==> src/rtl/regs.sv <==
// Integer register file x0..x31 for the RV32I core: one write port from execute,
// two bypassed read ports to decode and one committed-state debug read port.
module regs #(
    parameter int                    DATA_W    = 32,
    parameter int                    ADDR_W    = 5,
    parameter logic [DATA_W-1:0]     RESET_VAL = {DATA_W{1'b0}}
) (
    input  logic              clk,
    input  logic              rst_n,
    input  logic [ADDR_W-1:0] rd_addr_i,
    input  logic [DATA_W-1:0] rd_data_i,
    input  logic              rd_wen_i,
    input  logic [ADDR_W-1:0] reg1_raddr_i,
    input  logic [ADDR_W-1:0] reg2_raddr_i,
    output logic [DATA_W-1:0] reg1_rdata_o,
    output logic [DATA_W-1:0] reg2_rdata_o,
    input  logic [ADDR_W-1:0] dbg_raddr_i,
    output logic [DATA_W-1:0] dbg_rdata_o
);

    localparam int DEPTH = 2 ** ADDR_W;

    logic [DATA_W-1:0] mem_q [DEPTH];
    logic              wr_en_s;

    assign wr_en_s = rd_wen_i && (rd_addr_i != {ADDR_W{1'b0}});

    // Decode-side read: x0 is hardwired zero, a same-cycle retiring write wins.
    function automatic logic [DATA_W-1:0] bypass_read(
        input logic [ADDR_W-1:0] raddr,
        input logic              wen,
        input logic [ADDR_W-1:0] waddr,
        input logic [DATA_W-1:0] wdata,
        input logic [DATA_W-1:0] stored
    );
        logic [DATA_W-1:0] val;
        if (raddr == {ADDR_W{1'b0}}) begin
            val = {DATA_W{1'b0}};
        end else if (wen && (waddr == raddr)) begin
            val = wdata;
        end else begin
            val = stored;
        end
        return val;
    endfunction

    // Storage array; entry 0 is held at zero and never written.
    always_ff @(posedge clk or negedge rst_n) begin
        if (!rst_n) begin
            mem_q[0] <= {DATA_W{1'b0}};
            for (int i = 1; i < DEPTH; i++) begin
                mem_q[i] <= RESET_VAL;
            end
        end else begin
            if (wr_en_s) begin
                mem_q[rd_addr_i] <= rd_data_i;
            end
        end
    end

    // Read ports; all outputs are forced to zero while reset is asserted.
    always_comb begin
        reg1_rdata_o = {DATA_W{1'b0}};
        reg2_rdata_o = {DATA_W{1'b0}};
        dbg_rdata_o  = {DATA_W{1'b0}};
        if (rst_n) begin
            reg1_rdata_o = bypass_read(reg1_raddr_i, rd_wen_i, rd_addr_i, rd_data_i,
                                       mem_q[reg1_raddr_i]);
            reg2_rdata_o = bypass_read(reg2_raddr_i, rd_wen_i, rd_addr_i, rd_data_i,
                                       mem_q[reg2_raddr_i]);
            if (dbg_raddr_i == {ADDR_W{1'b0}}) begin
                dbg_rdata_o = {DATA_W{1'b0}};
            end else begin
                dbg_rdata_o = mem_q[dbg_raddr_i];
            end
        end else begin
            reg1_rdata_o = {DATA_W{1'b0}};
            reg2_rdata_o = {DATA_W{1'b0}};
            dbg_rdata_o  = {DATA_W{1'b0}};
        end
    end

endmodule
==> config.mk <==
export PLATFORM = sky130hd
export DESIGN_NAME = regs
export DESIGN_NICKNAME = d
export VERILOG_FILES = /design/src/rtl/regs.sv
export SDC_FILE = /design/constraint.sdc
export NUM_CORES = 2
export LEC_CHECK = 0
export CAP_MARGIN = 20
export CORE_MARGIN = 3
export CORE_UTILIZATION = 58
export DETAILED_ROUTE_END_ITERATION = 8
export PLACE_DENSITY = 0.85
export SLEW_MARGIN = 10
export SYNTH_ARGS = -nofsm -noshare
export SYNTH_HDL_FRONTEND = slang
export SYNTH_SLANG_ARGS = --single-unit
==> constraint.sdc <==
create_clock -name clk -period 12.7 [get_ports clk]
set_input_delay 3.81 -clock clk [delete_from_list [all_inputs] [get_ports clk]]
set_output_delay 3.81 -clock clk [all_outputs]
set_load 0.05 [all_outputs]
==> flow_metrics.py <==
metrics = {
    "grt": {
        "grt_pass1_wl_um": 310000,
        "grt_pass1_vias": 46500,
        "antenna_found_initial": 11,
        "grt_usage_pct": 37.1,
        "grt_max_degree": 162,
        "grt_overflow": 0,
    },
    "clocking": {
        "clock_sinks": 1024,
        "ctsHoldBuffers": 0,
        "cts_resized": 0,
        "cts_tree": "yes",
        "h-tree-depth": 3,
        "path_clk_slew_ns": 0.06,
        "root_buffer": "clkbuf_16",
        "cts_setup_buffers": 0,
        "numCtsBuffers": 109,
        "worst_skew_pair.late_latency_ns": 0.70,
        "cts_buffer_depth": 3,
    },
    "die": {
        "die_area_um2": 113000,
        "num_rows": 120,
        "start_util_pct": 58.9,
        "core_area_um2": 108000,
        "ios": 151,
        "die_h_um": 337,
        "die_w_um": 337,
    },
    "sta": {
        "setup_tns_ns": 0,
        "fin_ws_ns": 0.789,
        "final.min_clock_period_ns": 11.91,
        "max_clock_freq_mhz": 84.0,
        "setup_viol": 0,
        "grt_setup_unrepaired": "no",
        "hold_viol": 0,
        "slew_headroom_pct": 18.7,
        "maxSlewViolCount": 0,
        "fin_skew_ns": 0,
        "worst_pin_slew_ns": 1.22,
        "period_share_pct": 93.8,
    },
    "layout": {
        "regMostFlops": "mem_q",
        "nets": 4266,
        "drive_above_1_share_pct": 52.6,
        "final_util_pct": 64.6,
        "syn_to_final_growth_pct": 9.76,
        "reg_top3": "mem_q: 1024 flops",
        "largest_reg_flops": 1024,
    },
    "setup_path": {
        "slowest_stage": "and3_2",
        "cpMostUsedCell": "clkdlybuf4s50_1",
        "cp_max_fo": 32,
        "crit_type": "input pin to output pin",
        "cp_num_buf_inv": 2,
        "path_cells": "clkdlybuf4s50_1 > xor2_1 > nor4_1 > and3_2 > a2111oi_0 > a211oi_1 > clkdlybuf4s50_1",
        "worstPathRequired_ns": 8.89,
        "end_kind": "output pin",
        "startpoint_type": "input pin",
        "crit_family": "buffers and inverters",
        "worstPathArrival_ns": 8.10,
        "max_stage_delay_ns": 1.08,
    },
    "run": {
        "max-cap-violations": 0,
    },
    "placed_design": {
        "dp_hpwl_um": 125000,
        "port_buffers": 150,
        "pre_cts_ws_ns": 0.994,
        "gp_congestion": 0.905,
    },
    "power": {
        "ir_drop_mv": 0.114,
        "p_per_area_nw_per_um2": 152,
        "p_leak_nw": 28.9,
        "total_power_w": 0.0106,
    },
    "synth": {
        "synth.avg_cell_area_um2": 14.6,
        "ys_seq_elements": 1024,
        "synth.cell_area_um2": 63500,
        "netlist-cell-type-count": 38,
        "synth_top_area_share_pct": 40.4,
        "synth_nets": 4398,
        "synth_largest_area_cell": "dfrtp_1",
        "yosysSeqAreaShare_pct": 40.4,
        "synth_cells": 4343,
        "synth_area_leaders": "dfrtp_1 40%, mux4_2 24%, mux2_2 21%, mux2i_1 3.3%, clkbuf_1 1.7%",
        "yosys_warnings": 0,
    },
    "detailed_routing": {
        "final_antenna_net_count": 0,
        "routedWlPerCell_um": 36.6,
        "drtIter0Drc": 6507,
        "vias_per_cell": 7.93,
        "drc_errors": 0,
        "routed_wl_um": 208000,
        "vias": 45200,
        "first_pass_iters": 7,
    },
    "min_path": {
        "holdCritPathClass": "register to register",
    },
    "outcome": {
        "outcome": "finished, final reports clean",
    },
}
==> per-layer routing <==
metal | routed length, µm | GRT usage, % | vias to the layer above
li1 | - | - | 17100
met1 | 70700 | 47.8 | 23300
met2 | 89500 | 52.7 | 3791
met3 | 30700 | 13.5 | 1059
met4 | 17300 | 24.9 | 8
met5 | 170 | 0.936 | -
==> Yosys cell counts (all sizes together) <==
cell and instances:
a221oi 114, mux2i 210, clkbuf 294, nand3 36
a22o 78, dfrtp 1024, mux2 1166, nor4 2
and3b 1, o22ai 64, and3 3, a2111oi 64
or4 1, nand2b 2, or2 1, xor2 8
and2 4, nor2b 6, nand2 18, nand3b 5
a211oi 64, xnor2 2, o21ai 96, nor3 17
nor2 103, nor3b 4, mux4 672, a21boi 2
a21oi 32, or3b 1, buf 249
==> through the flow <==
| step | instances | hold slack [ns] | area, µm² |
|---|---|---|---|
| after floorplan | 4343 | 0.458 | 63500 |
| after global placement | 5490 | 0.401 | 65800 |
| after detailed placement | 5492 | 0.403 | 65800 |
| after CTS | 5682 | 0.419 | 69500 |
| after global routing | 5694 | 0.429 | 69600 |
| final | 5700 | 0.419 | 69700 |
==> cell families after synthesis <==
logic type                Yosys count  synth area share [%]
AOI/OAI and AO/OA                 514                  6.23
xor gates and xnor gates           10                 0.138
muxes                            2048                  47.9
and+or+nand+nor                   204                  1.46
buffers and inverters             543                  3.94
DFF                              1024                  40.4
==> cells in the final DEF (no fill, tap or decap), drive strengths merged, types with 3 or more instances in the layout <==
master	n
nand3	36
mux4	672
diode	7
dfrtp	1024
nor2	103
nand3b	5
nor2b	6
mux2	1166
and3	3
o21ai	96
a2111oi	64
buf	165
clkinvlp	3
o22ai	64
a221oi	114
clkinv	13
clkdlybuf4s50	134
a21oi	32
a22o	78
nor3b	4
a211oi	64
nand2	18
and2	4
xor2	8
nor3	17
mux2i	210
clkbuf	165
bufinv	9
==> path summary, 6_finish.rpt <==
| check | start | end | slack [ns] | depth (start not counted) |
|---|---|---|---|---|
| setup / recovery | rd_addr_i[0] | reg1_rdata_o[11] | 0.79 | 7 |
| hold / removal | mem_q[1022] | mem_q[1022] | 0.42 | 0 |
| setup reg to reg | mem_q[957] | mem_q[957] | 11.86 | 1 |
| hold reg to reg | mem_q[1022] | mem_q[1022] | 0.42 | 0 |
| max in group asynchronous | rst_n | mem_q[948] | 7.58 | 3 |
| min in group asynchronous | rst_n | mem_q[762] | 3.10 | 1 |
==> power breakdown <==
part | switching (W) | internal, W | total, W | leakage [nW]
Clock | 0.00136 | 0.00195 | 0.00331 | 1.79
Combinational | 0.00121 | 0.00158 | 0.00279 | 14.0
Sequential | 0.000624 | 0.00388 | 0.00451 | 13.1
==> area by class of cell <==
type	instances	area (µm²)
diodes	7	17.5
clock inverters	26	369
clock buffers	164	3280
multi-input cells	2776	35700
fillers	7344	38200
repair buffers	300	2950
well taps	1403	1760
flip-flops and latches	1024	25600
Note: power is estimated with default switching activity, not from simulation.
